## src/rtl/spi_move_receiver.sv

```systemverilog
`default_nettype none
// ============================================================================
// Module   : spi_move_receiver
// Purpose  : SPI mode-0 slave front-end for player 2. It receives one 8-bit
//            move frame {HEADER, 1'b0, col[2:0]}, validates it, and presents
//            the column together with a one-cycle valid strobe in the clk
//            domain. Malformed or illegal frames give a one-cycle error strobe.
// Revision : 1.0 - initial release
// ============================================================================
module spi_move_receiver #(
   parameter int         NUM_COLS    = 7,
   parameter logic [3:0] HEADER      = 4'hA,
   parameter int         SYNC_STAGES = 2
) (
   input  logic       clk,
   input  logic       rst,
   input  logic       enable,
   input  logic       spi_clk,
   input  logic       spi_mosi,
   input  logic       spi_cs,
   output logic [2:0] selected_col,
   output logic       valid_move,
   output logic       frame_error,
   output logic       busy
);

   localparam logic [1:0] ST_IDLE    = 2'd0;
   localparam logic [1:0] ST_SHIFT   = 2'd1;
   localparam logic [1:0] ST_CHECK   = 2'd2;

   localparam logic [3:0] BIT_FULL   = 4'd8;
   localparam logic [3:0] BIT_MAX    = 4'd9;
   localparam logic [3:0] NUM_COLS_W = 4'(NUM_COLS);

   // Synchronizer chains; the last stage is the synced value, plus one
   // delayed copy of sclk and cs for edge detection.
   logic [SYNC_STAGES-1:0] sclk_sync_q;
   logic [SYNC_STAGES-1:0] mosi_sync_q;
   logic [SYNC_STAGES-1:0] cs_sync_q;
   logic                   sclk_dly_q;
   logic                   cs_dly_q;

   logic [1:0] state_q,       state_d;
   logic [3:0] bit_cnt_q,     bit_cnt_d;
   logic [7:0] shift_q,       shift_d;
   logic [2:0] col_q,         col_d;
   logic       valid_q,       valid_d;
   logic       ferr_q,        ferr_d;

   logic sclk_s;
   logic mosi_s;
   logic cs_s;
   logic sclk_rise;
   logic cs_fall;
   logic cs_rise;
   logic frame_ok;

   // Bring the asynchronous SPI lines into the clk domain.
   always_ff @(posedge clk or posedge rst) begin
      if (rst) begin
         sclk_sync_q <= '0;
         mosi_sync_q <= '0;
         cs_sync_q   <= '0;
         sclk_dly_q  <= 1'b0;
         cs_dly_q    <= 1'b0;
      end else begin
         sclk_sync_q <= {sclk_sync_q[SYNC_STAGES-2:0], spi_clk};
         mosi_sync_q <= {mosi_sync_q[SYNC_STAGES-2:0], spi_mosi};
         cs_sync_q   <= {cs_sync_q[SYNC_STAGES-2:0], spi_cs};
         sclk_dly_q  <= sclk_sync_q[SYNC_STAGES-1];
         cs_dly_q    <= cs_sync_q[SYNC_STAGES-1];
      end
   end

   assign sclk_s    = sclk_sync_q[SYNC_STAGES-1];
   assign mosi_s    = mosi_sync_q[SYNC_STAGES-1];
   assign cs_s      = cs_sync_q[SYNC_STAGES-1];
   assign sclk_rise = sclk_s & ~sclk_dly_q;
   assign cs_fall   = ~cs_s & cs_dly_q;
   assign cs_rise   = cs_s & ~cs_dly_q;

   // A frame is legal when the header matches, bit 3 is clear and the
   // column lies on the board.
   assign frame_ok  = (shift_q[7:4] == HEADER) && !shift_q[3] &&
                      ({1'b0, shift_q[2:0]} < NUM_COLS_W);

   // Next-state logic for the frame FSM and the registered output strobes.
   always_comb begin
      state_d   = state_q;
      bit_cnt_d = bit_cnt_q;
      shift_d   = shift_q;
      col_d     = col_q;
      valid_d   = 1'b0;
      ferr_d    = 1'b0;
      case (state_q)
         ST_IDLE: begin
            // cs rises and SCLK edges are ignored while idle.
            if (cs_fall) begin
               state_d   = ST_SHIFT;
               bit_cnt_d = '0;
               shift_d   = '0;
            end
         end
         ST_SHIFT: begin
            if (cs_rise) begin
               if (bit_cnt_q == BIT_FULL) begin
                  state_d = ST_CHECK;
               end else begin
                  // Short or long frame: drop it and report.
                  state_d = ST_IDLE;
                  ferr_d  = 1'b1;
               end
            end else if (sclk_rise) begin
               shift_d = {shift_q[6:0], mosi_s};
               if (bit_cnt_q != BIT_MAX) begin
                  bit_cnt_d = bit_cnt_q + 4'd1;
               end
            end
         end
         ST_CHECK: begin
            state_d = ST_IDLE;
            if (!frame_ok) begin
               ferr_d = 1'b1;
            end else if (enable) begin
               col_d   = shift_q[2:0];
               valid_d = 1'b1;
            end
         end
         default: begin
            state_d = ST_IDLE;
         end
      endcase
   end

   // State and output registers.
   always_ff @(posedge clk or posedge rst) begin
      if (rst) begin
         state_q   <= ST_IDLE;
         bit_cnt_q <= '0;
         shift_q   <= '0;
         col_q     <= '0;
         valid_q   <= 1'b0;
         ferr_q    <= 1'b0;
      end else begin
         state_q   <= state_d;
         bit_cnt_q <= bit_cnt_d;
         shift_q   <= shift_d;
         col_q     <= col_d;
         valid_q   <= valid_d;
         ferr_q    <= ferr_d;
      end
   end

   assign selected_col = col_q;
   assign valid_move   = valid_q;
   assign frame_error  = ferr_q;
   assign busy         = (state_q != ST_IDLE);

endmodule
`default_nettype wire
```

## config.mk

```make
export PLATFORM = sky130hd
export DESIGN_NAME = spi_move_receiver
export DESIGN_NICKNAME = d
export VERILOG_FILES = /design/src/rtl/spi_move_receiver.sv
export SDC_FILE = /design/constraint.sdc
export NUM_CORES = 1
export LEC_CHECK = 0
export ABC_AREA = 1
export BUFFER_PORTS_ARGS = -buffer_cell sky130_fd_sc_hd__buf_2
export CAP_MARGIN = 10
export CORE_UTILIZATION = 25
export DETAILED_ROUTE_END_ITERATION = 10
export HOLD_SLACK_MARGIN = 0.02
export PLACE_DENSITY = 0.38
export SLEW_MARGIN = 20
export SYNTH_ARGS = -nofsm -noshare
export SYNTH_HDL_FRONTEND = slang
export SYNTH_SLANG_ARGS = --single-unit
```

## constraint.sdc

```tcl
create_clock -name clk -period 4.7 [get_ports clk]
set_clock_uncertainty 0.15 [all_clocks]
set_input_delay 0 -clock clk [delete_from_list [all_inputs] [get_ports clk]]
set_output_delay 0 -clock clk [all_outputs]
set_load 0.03 [all_outputs]
```

# Yosys cells after proc, flatten, opt, wreduce, memory -nomap -nowiden
# Cells that the tools add are included.
[word_totals]
reg_bits = 27
input_bits = 6
output_inout_bits = 6
word_cells = 59
[op_classes]
n_addsub = 1
magnitude_cmp = 1
eq_ne = 10
n_mux = 20
n_bitwise = 6
n_reduce_logical = 10
[ops]
columns = ["op", "n"]
rows = [
  ["two-way mux 8 bit", 3],
  ["two-way mux 4 bit", 4],
  ["case mux 8 bit (2 select lines)", 1],
  ["!= test 2 bit, second input constant", 5],
  ["equality test 4 bit, second input constant", 2],
  ["case mux 4 bit (2 select lines)", 1],
  ["two-way mux 1 bit", 6],
  ["two-way mux 2 bit", 3],
  ["AND reduction 5 bit", 1],
  ["adder 4 x 1 -> 4 bit, second input constant", 1],
  ["!= test 4 bit, second input constant", 1],
  ["case mux 2 bit (2 select lines)", 1],
  ["AND reduction 4 bit", 1],
  ["nonzero test 2 bit", 2],
  ["bitwise AND 1 bit", 3],
  ["less-than comparator 3 bit, second input constant", 1],
  ["NOT 1 bit", 3],
  ["AND reduction 3 bit", 1],
  ["equality test 2 x 1 -> 1 bit, second input constant", 1],
  ["equality test 2 bit, second input constant", 1],
  ["logical AND 1 bit", 2],
  ["logical NOT 2 bit", 1],
  ["case mux 1 bit (2 select lines)", 1],
  ["AND reduction 2 bit", 1],
  ["logical NOT 1 bit", 1],
]

# Logic depth before layout (Yosys ltp)
# Gate-level depths: netlist (run 1).
[depth]
word_depth = 5
ltp_mapped = 9
mapped_depth_nobuf = 8

# Least setup slack after synthesis (run 1)
# No wires, ideal clock.
[synth_timing]
path_kind = "flip-flop to flip-flop"
from = "register state_q[1]"
to = "register shift_q[5]"
setup_time_ps = 117
arrival_ps = 1232
t_required_ps = 4433
slack_ps = 3201
path_stages_with_launch = 10
n_path_buf = 2
synth_period_minus_slack_ps = 1499
path_cell_list = "dfrtp_1 inv_1 ha_1 buf_6 nor2_2 a21oi_2 nand2_2 buf_6 nand2_2 o21ai_2"
[synth_via]
elab_chain_cells = 3
elab_cells_between_ends = 8
cone_classes = "eq/ne (4); mux (1); reduce/logical (3)"
[synth_lines]
columns = ["item", "line_no", "text"]
rows = [
  ["start, declared", "43", "logic [1:0] state_q, state_d;"],
  ["start signal, assigned", "145", "state_q <= state_d;"],
  ["equality test 2 x 1 -> 1 bit or logical NOT 2 bit (tied branches)", "95", "case (state_q)"],
  ["!= test 2 bit (no source line) or nonzero test 2 bit (tied branches)", "n/a", ""],
  ["AND reduction 4 bit (no source line)", "n/a", ""],
  ["end signal, assigned", "147", "shift_q <= shift_d;"],
  ["end, declared", "45", "logic [7:0] shift_q, shift_d;"],
]
# Parallel ways exist; a longest one is shown, timed or not.
# A chain may end at the register's enable or synchronous reset.

# Final worst setup path (run 1)
[layout_timing]
from = "register state_q[1]"
to = "register shift_q[2]"
# The elaborated chain is that of the path after synthesis.

==> results of run 1 <==
## Yosys cell counts
cell / number / area, sq um
a21boi_0: 1 / 7.510
a21oi_2: 1 / 8.760
buf_2: 1 / 5.000
buf_6: 2 / 22.52
dfrtp_1: 27 / 675.7
ha_1: 6 / 75.07
inv_1: 20 / 75.07
nand2_1: 52 / 195.2
nand2_2: 3 / 18.77
nand3_1: 10 / 50.05
nor2_1: 9 / 33.78
nor2_2: 1 / 6.260
o21ai_0: 2 / 10.01
o21ai_2: 8 / 70.07
o31ai_1: 1 / 7.510
xnor2_1: 1 / 8.760
## power groups by stage
stage               combinational, W  sequential [W]  clock [W]
global route                0.000251        0.000299   0.000151
detailed placement          0.000217        0.000299          0
floorplan                   0.000191        0.000291          0
CTS                         0.000221        0.000294   0.000141
global placement            0.000212        0.000298          0
finish                      0.000218        0.000294   0.000130
## layout make-up
class	count	share of cell area (%)
Tap cell	67	5.678
Clock buffer	4	3.051
Inverter	20	5.085
Sequential cell	27	45.76
Timing Repair Buffer	16	7.119
Multi-Input combinational cell	95	33.31
## cells by family after synthesis
| group | share of synthesized area [%] |
|---|---|
| AO/OA/AOI/OAI | 8.178 |
| XOR/XNOR | 0.6898 |
| adder cells (fa/ha/maj) | 5.911 |
| buffers and inverters | 8.078 |
| flip-flops | 53.20 |
| AND/OR/NAND/NOR | 23.94 |
## through the flow
stage	power (W)	cell area, sq um	cells	worst slack (ns)	hold WS [ns]
floorplan	0.0004821	1270	145	3.201	-0.1186
global placement	0.0005103	1381	220	2.746	-0.04180
finish	0.0006423	1476	229	2.617	0.1766
detailed placement	0.0005158	1381	220	2.638	-0.03922
CTS	0.0006568	1476	229	2.603	0.1979
global route	0.0007018	1476	229	2.418	0.2024
## worst reg2reg max path, cell delays in order, from the launching register on
cell	delay (ns)
dfrtp_1	0.41
inv_1	0.08
ha_1	0.55
nor2_2	0.11
a21oi_2	0.16
nand2_2	0.26
nand2_1	0.16
o21ai_2	0.06
## routing by layer
metal  global-route usage [%]  vias up  share of wire, %
met4                    3.268        0               1.1
met5                        0        -                 0
li1                         -      472                 -
met3                    3.292        2               2.2
met1                    14.16      422                53
met2                    15.74        8                43
## worst paths after layout
| check | start | to |
|---|---|---|
| max | state_q[1] | shift_q[2] |
| min | rst | cs_dly_q |
| max reg2reg | state_q[1] | shift_q[2] |
| min reg2reg | cs_sync_q[0] | cs_sync_q[1] |
| max in group asynchronous | rst | shift_q[5] |
| min in group clk | cs_sync_q[0] | cs_sync_q[1] |
## flip-flops by register name, indices dropped and copies added, names as in the netlist
name and flops:
cs_dly_q 1, sclk_dly_q 1, selected_col 3, bit_cnt_q 4
sclk_sync_q 2, state_q 2, valid_move 1, mosi_sync_q 2
frame_error 1, cs_sync_q 2, shift_q 8
## what timing repair did
action,4_1_cts,5_1_grt
hold buffers,5,0
buffers inserted,0,0
hold endpoints to repair,34,0
==> run summary, run 1 <==
Die Span X - 73.28 um
nets - 175
Crit Path Category - flop to flop
Worst Hold Class - input pin to asynchronous set/reset pin
clock buffer depth - 2
Hold Violations, Final - 0
Slew HR - 58.55%
switch share - 39.31%
crit path DAT - 2.08 ns
Final period util - 44.32%
VDD IR max - 0.1918 mV
DRC - 0
CTS H-tree depth - 1
Crit path required time - 4.70 ns
Reg2Reg Depth - 7
Final Max Slew Viols - 0
first-pass GRT wire length - 4153 um
Final Setup Violations - 0
fin crit period - 2.083 ns
initial detailed-routing violation count - 31
sequential share of power - 45.7%
detailed-route wire length - 2376 um
gr usage total - 10.42%
Power Internal - 0.0003898 W
Mapped Area - 1270 sq um
clk_lat worst skew - 0.27 ns
Clock Root Buffer - clkbuf_8
Switching Power - 0.0002525 W
Initial Util - 26.36%
CTS buffer count - 3
syn nets - 157
pin count of the biggest net entering global routing - 28
r2r setup slk - 2.62 ns
IO Count - 12
Final ANT Viol Nets - 0
CTS tree - done
delay-heaviest family, CP - adder cells
status - completed
HPWL Detailed - 1649 um
ANT cells - 0
Area Growth Syn to Fin - 16.26%
vias per cell - 3.948
Fmax achieved - 0.4801 GHz
#FFs+latches synth - 27
vias in the first global route - 875
DRT Pass-1 Iters - 4
Max stage delay on crit path - 0.55 ns
Worst Tran Pin Value - 0.6217 ns
worst-path cell chain - inv_1, ha_1, nor2_2, a21oi_2, nand2_2, nand2_1, o21ai_2
Clk network pwr share - 20.3%
die area - 5369 sq um
Synth cell types - 16
Routability Congestion - 0.8246
Wirelength per Cell - 10.38 um
Core Footprint - 4817 sq um
commonest non-fill, non-tap cell in the layout - nand2_1
Gates resized, CTS repair - 0
Sink Count - 27
CP Buf/Inv Count - 1
initial antenna violation count - 0
input/output buffers - 11
setup_tns - 0 ns
multi-input logic area - 491.7 sq um
CP Launch Type - flop
fillers - 523
Critical Path Fanout Max - 17
P_leak - 0.7603 nW
post-synthesis sequential area ratio - 53.20%
Mapped Cells - 145
layout cells sized above 1 - 17.28%
total number of vias - 904
Register Area - 675.6 sq um
Mean Syn Cell Area - 8.758 sq um
Crit path depth - 7
total congestion overflow - 0
Comb pwr share - 34.0%
P per Cell Area - 435.1 nW/um^2
clk slew on worst S/H paths - 0.10 ns
crit end category - flop
most frequent cells in the layout - 52 x nand2_1, 27 x dfrtp_1, 19 x inv_1
num rows - 25
warning count from the yosys run - 0
CP max-delay cell - ha_1
Die H - 73.28 um
RSZ-0062 raised after global routing - no
max_cap viols - 0
Util after Layout - 30.65%
No activity file was read; power rests on OpenSTA's default activity.
==> run 2: changes to the inputs <==
- PLACE_DENSITY: 0.38 -> 0.4
- clock period: 4.7 -> 1.7 ns (I/O delays scaled with it)
==> run summary, run 2 (synthesis gave the netlist of run 1 again) <==
vias per cell - 4.030 (+2.1%)
multi-input logic area - 501.7 sq um (+2.0%)
clk_lat worst skew - 0.28 ns (about the same)
setup ws final - 0.1027 ns (-2.515 ns)
ANT cells - 0 (unchanged)
Util after Layout - 31.79% (+1.1 points)
crit end category - flop
CP Launch Type - flop
input/output buffers - 11 (unchanged)
RSZ-0062 raised after global routing - yes
clock buffer depth - 2 (unchanged)
Final period util - 93.96% (+50 points)
Die Span X - 73.28 um (unchanged)
total number of vias - 947 (+4.8%)
dpl cell area - 1426 sq um (+3.3%)
clk slew on worst S/H paths - 0.10 ns (about the same)
CTS H-tree depth - 1 (unchanged)
Worst Tran Pin Value - 0.3908 ns (-0.2309 ns)
Largest Register - shift_q
Fmax achieved - 0.6260 GHz (+30%)
CTS tree - done
initial antenna violation count - 0 (unchanged)
detailed-route wire length - 2364 um (-0.51%)
P_leak - 0.7921 nW (+4.2%)
Clock Root Buffer - clkbuf_8
Register Area - 675.6 sq um (unchanged)
gr usage total - 10.25% (-0.17 points)
IO Count - 12 (unchanged)
DRC - 0 (unchanged)
Crit Path Category - flop to flop
Hold Violations, Final - 0 (unchanged)
max reg flops - 8 (unchanged)
status - completed
initial detailed-routing violation count - 23 (-26%)
first-pass GRT wire length - 4119 um (-0.82%)
most frequent cells in the layout - 52 x nand2_1, 27 x dfrtp_1, 20 x inv_1
pin count of the biggest net entering global routing - 18 (-36%)
fillers - 519 (-0.76%)
Final Instance Area - 1531 sq um (+3.7%)
Crit path required time - 1.72 ns (-2.98 ns)
layout cells sized above 1 - 20.83% (+3.5 points)
crit path DAT - 1.61 ns (-0.47 ns)
DRT Pass-1 Iters - 4 (unchanged)
Slew HR - 73.92% (+15 points)
num rows - 25 (unchanged)
Final ANT Viol Nets - 0 (unchanged)
max_cap viols - 0 (unchanged)
Routability Congestion - 0.8030 (-2.6%)
vias in the first global route - 893 (+2.1%)
Area Growth Syn to Fin - 20.59%
die area - 5369 sq um (unchanged)
commonest non-fill, non-tap cell in the layout - nand2_1
Final Setup Violations - 0 (unchanged)
Initial Util - 26.36% (unchanged)
Sink Count - 27 (unchanged)
CTS buffer count - 3 (unchanged)
fin crit period - 1.597 ns (-0.4855 ns)
worst slack, placed - 0.02287 ns (-2.615 ns)
Wirelength per Cell - 10.06 um (-3.0%)
Worst Hold Class - input pin to asynchronous set/reset pin
HPWL Detailed - 1709 um (+3.7%)
Die H - 73.28 um (unchanged)
nets - 181 (+3.4%)
Critical Path Fanout Max - 16 (-1)
Core Footprint - 4817 sq um (unchanged)
Final Max Slew Viols - 0 (unchanged)
VDD IR max - 0.3714 mV (+94%)
total congestion overflow - 0 (unchanged)
P per Cell Area - 1211 nW/um^2 (+180%)
-- run 2: cell types whose count changed in the layout (fill, tap and decap cells not counted), sizes merged --
| cell | delta |
|---|---|
| buf | +6 |
-- run 2: worst paths after layout --
kind,slack (ns),endpoint,depth (start not counted),startpoint
setup / recovery,0.10,shift_q[0],7,state_q[0]
hold / removal,0.09,valid_move,3,rst
setup reg to reg,0.10,shift_q[0],7,state_q[0]
hold reg to reg,0.21,sclk_sync_q[1],0,sclk_sync_q[0]
max in group asynchronous,0.75,shift_q[5],4,rst
min in group clk,0.21,sclk_sync_q[1],0,sclk_sync_q[0]
-- run 2: worst max-delay path, cell delays in order, from the launching register on --
cell     delay [ns]
dfrtp_1        0.41
inv_1          0.08
ha_1           0.26
nor2_2         0.06
a21oi_2        0.17
nand2_4        0.18
nand2_1        0.12
o21ai_2        0.05
-- run 2: area by class of cell --
type | count | area share (%)
Tap cell | 67 | 5.474
Timing Repair Buffer | 22 | 9.804
Clock buffer | 4 | 2.941
Multi-Input combinational cell | 95 | 32.76
Sequential cell | 27 | 44.12
Inverter | 20 | 4.902
-- run 2: metrics by stage --
step / setup TNS (ns) / hold slack, ns / cells / power (W)
global route: -0.01873 / 0.1224 / 235 / 0.002016
global placement: 0 / -0.1539 / 226 / 0.001460
finish: 0 / 0.09083 / 235 / 0.001855
CTS: 0 / 0.1043 / 235 / 0.001878
detailed placement: 0 / -0.1446 / 226 / 0.001471
floorplan: 0 / -0.1186 / 145 / 0.001333
-- run 2: power breakdown --
group	internal (W)	switching, W	leakage, nW	total [W]
Combinational	0.000238	0.000432	0.416	0.000670
Clock	0.000168	0.000206	0.0228	0.000375
Sequential	0.000725	0.0000851	0.354	0.000810
-- run 2: metal layers --
metal,vias to the layer above,wire length (um),GRT usage [%]
li1,487,-,-
met3,4,82,3.292
met4,0,40,3.922
met2,12,1108,16.56
met1,444,1132,12.71
met5,-,0,0
-- run 2: what timing repair did --
item,CTS,global route
endpoints found under the hold margin,33,0
setup buffers,0,0
resized for setup,1,2
hold buffers,5,0
setup endpoints to repair,1,6
==> run 3: changes to the inputs <==
- GPL_TIMING_DRIVEN: not set -> 0
==> run summary, run 3 (synthesis gave the netlist of run 1 again) <==
status - completed
r2r setup slk - 0.09 ns (about the same)
crit end category - flop
Area Growth Syn to Fin - 20.10%
multi-input logic area - 496.7 sq um (-1.0%)
detailed-route wire length - 2327 um (-1.6%)
Largest Register - shift_q
total number of vias - 955 (+0.84%)
switch share - 38.53% (-0.48 points)
Final Instance Area - 1525 sq um (-0.41%)
DRC - 0 (unchanged)
Final ANT Viol Nets - 0 (unchanged)
Clock Root Buffer - clkbuf_8
Switching Power - 0.0007284 W (+0.62%)
Routability Congestion - 0.6750 (-16%)
pin count of the biggest net entering global routing - 28 (+10)
CP Launch Type - flop
Comb pwr share - 38.0% (+1.9 points)
P_leak - 0.7875 nW (-0.58%)
num rows - 25 (unchanged)
clock buffer depth - 2 (unchanged)
worst hold slack - 0.1772 ns (+0.08640 ns)
Slew HR - 61.25% (-13 points)
Register Area - 675.6 sq um (unchanged)
IO Count - 12 (unchanged)
GR met1 Demand/Resource - 12.73% (+0.020 points)
Sink Count - 27 (unchanged)
Die Span X - 73.28 um (unchanged)
commonest non-fill, non-tap cell in the layout - nand2_1
Worst Hold Class - input pin to asynchronous set/reset pin
ANT cells - 0 (unchanged)
global-route layer with the greatest usage - met2
GR Util met3 - 3.429% (+0.14 points)
CTS buffer count - 3 (unchanged)
clk slew on worst S/H paths - 0.09 ns (about the same)
fillers - 532 (+2.5%)
crit path DAT - 1.63 ns (+0.02 ns)
most frequent cells in the layout - 52 x nand2_1, 27 x dfrtp_1, 18 x inv_1
input/output buffers - 11 (unchanged)
first-pass GRT wire length - 4195 um (+1.8%)
setup ws final - 0.08875 ns (-0.01392 ns)
Fmax achieved - 0.6206 GHz (-0.86%)
met2 GRT Util - 16.87% (+0.31 points)
P per Cell Area - 1239 nW/um^2 (+2.3%)
max reg flops - 8 (unchanged)
Power Internal - 0.001162 W (+2.7%)
nets - 180 (-0.55%)
initial antenna violation count - 0 (unchanged)
Hold Violations, Final - 0 (unchanged)
Final period util - 94.78% (+0.82 points)
Final Setup Violations - 0 (unchanged)
Core Footprint - 4817 sq um (unchanged)
Crit path required time - 1.72 ns (about the same)
total congestion overflow - 0 (unchanged)
CTS H-tree depth - 1 (unchanged)
Critical Path Fanout Max - 10 (-6)
Initial Util - 26.36% (unchanged)
Final Max Slew Viols - 0 (unchanged)
max_cap viols - 0 (unchanged)
Die H - 73.28 um (unchanged)
sequential share of power - 42.6% (-1.1 points)
Wirelength per Cell - 9.944 um (-1.1%)
DRT Pass-1 Iters - 4 (unchanged)
Worst Tran Pin Value - 0.5804 ns (+0.1896 ns)
HPWL Detailed - 1677 um (-1.9%)
vias in the first global route - 919 (+2.9%)
die area - 5369 sq um (unchanged)
vias per cell - 4.081 (+1.3%)
CTS tree - done
Crit Path Category - flop to flop
Clk network pwr share - 19.4% (-0.8 points)
fin crit period - 1.611 ns (+0.01392 ns)
clk_lat worst skew - 0.27 ns (about the same)
VDD IR max - 0.6247 mV (+68%)
dpl cell area - 1409 sq um (-1.2%)
gr usage total - 10.40% (+0.16 points)
initial detailed-routing violation count - 47 (+100%)
worst slack, placed - 0.04913 ns (+0.02626 ns)
layout cells sized above 1 - 22.16% (+1.3 points)
==> run 3: changes by cell type in the layout (fill, tap and decap cells not counted), moves of 2 or more <==
cell   delta
buf_4     -4
buf_6     +2
inv_1     -2
inv_2     +2
==> run 3: worst paths after layout <==
path                                    from  cells past startpoint      endpoint
max in group asynchronous                rst                      3    shift_q[6]
worst min-delay path                     rst                      3    state_q[0]
worst min register to register  cs_sync_q[0]                      0  cs_sync_q[1]
min in group clk                cs_sync_q[0]                      0  cs_sync_q[1]
worst max-delay path              state_q[1]                      9    shift_q[4]
worst max register to register    state_q[1]                      9    shift_q[4]
==> run 3: power groups by stage <==
| stage | Sequential (W) | Combinational (W) | Clock (W) |
|---|---|---|---|
| 4_1_cts | 0.000805 | 0.000680 | 0.000389 |
| 6_report | 0.000805 | 0.000719 | 0.000366 |
| 2_1_floorplan | 0.000804 | 0.000529 | 0 |
| 3_5_place_dp | 0.000818 | 0.000668 | 0 |
| 3_3_place_gp | 0.000819 | 0.000654 | 0 |
| 5_1_grt | 0.000821 | 0.000806 | 0.000417 |
==> run 3: metrics by stage <==
step / std cells / total power [W] / util, % / TNS [ns]
global placement: 223 / 0.001473 / 29.25 / 0
CTS: 232 / 0.001874 / 31.25 / 0
floorplan: 145 / 0.001333 / - / 0
detailed placement: 223 / 0.001486 / 29.25 / 0
global route: 234 / 0.002044 / 31.66 / -0.01466
finish: 234 / 0.001890 / 31.66 / 0
==> run 3: per-layer routing <==
metal	wire length, um	up-vias
li1	-	485
met1	1110	453
met2	1107	15
met3	82	2
met4	26	0
met5	0	-
==> run 3: area by class of cell <==
type                            instances  share of cell area, %
Sequential cell                        27                  44.30
Multi-Input combinational cell         95                  32.57
Timing Repair Buffer                   18                  7.875
Tap cell                               67                  5.496
Inverter                               20                  4.922
Clock buffer                            3                  2.707
Buffer                                  3                  1.805
Clock inverter                          1                 0.3281
==> run 3: what timing repair did <==
| action | in CTS | in global routing |
|---|---|---|
| endpoints found under the hold margin | 34 | 0 |
| hold buffers | 5 | 0 |
| buffers inserted | 0 | 2 |
| resized for setup | 0 | 3 |
| endpoints found under the setup margin | 0 | 12 |
==> run 3: worst max-delay path, stage by stage (launching register included) <==
cell     delay (ns)
dfrtp_1        0.42
inv_2          0.07
ha_1           0.16
buf_6          0.13
nor2_2         0.05
a21oi_2        0.13
nand2_2        0.12
buf_6          0.17
nand2_2        0.06
o21ai_2        0.04
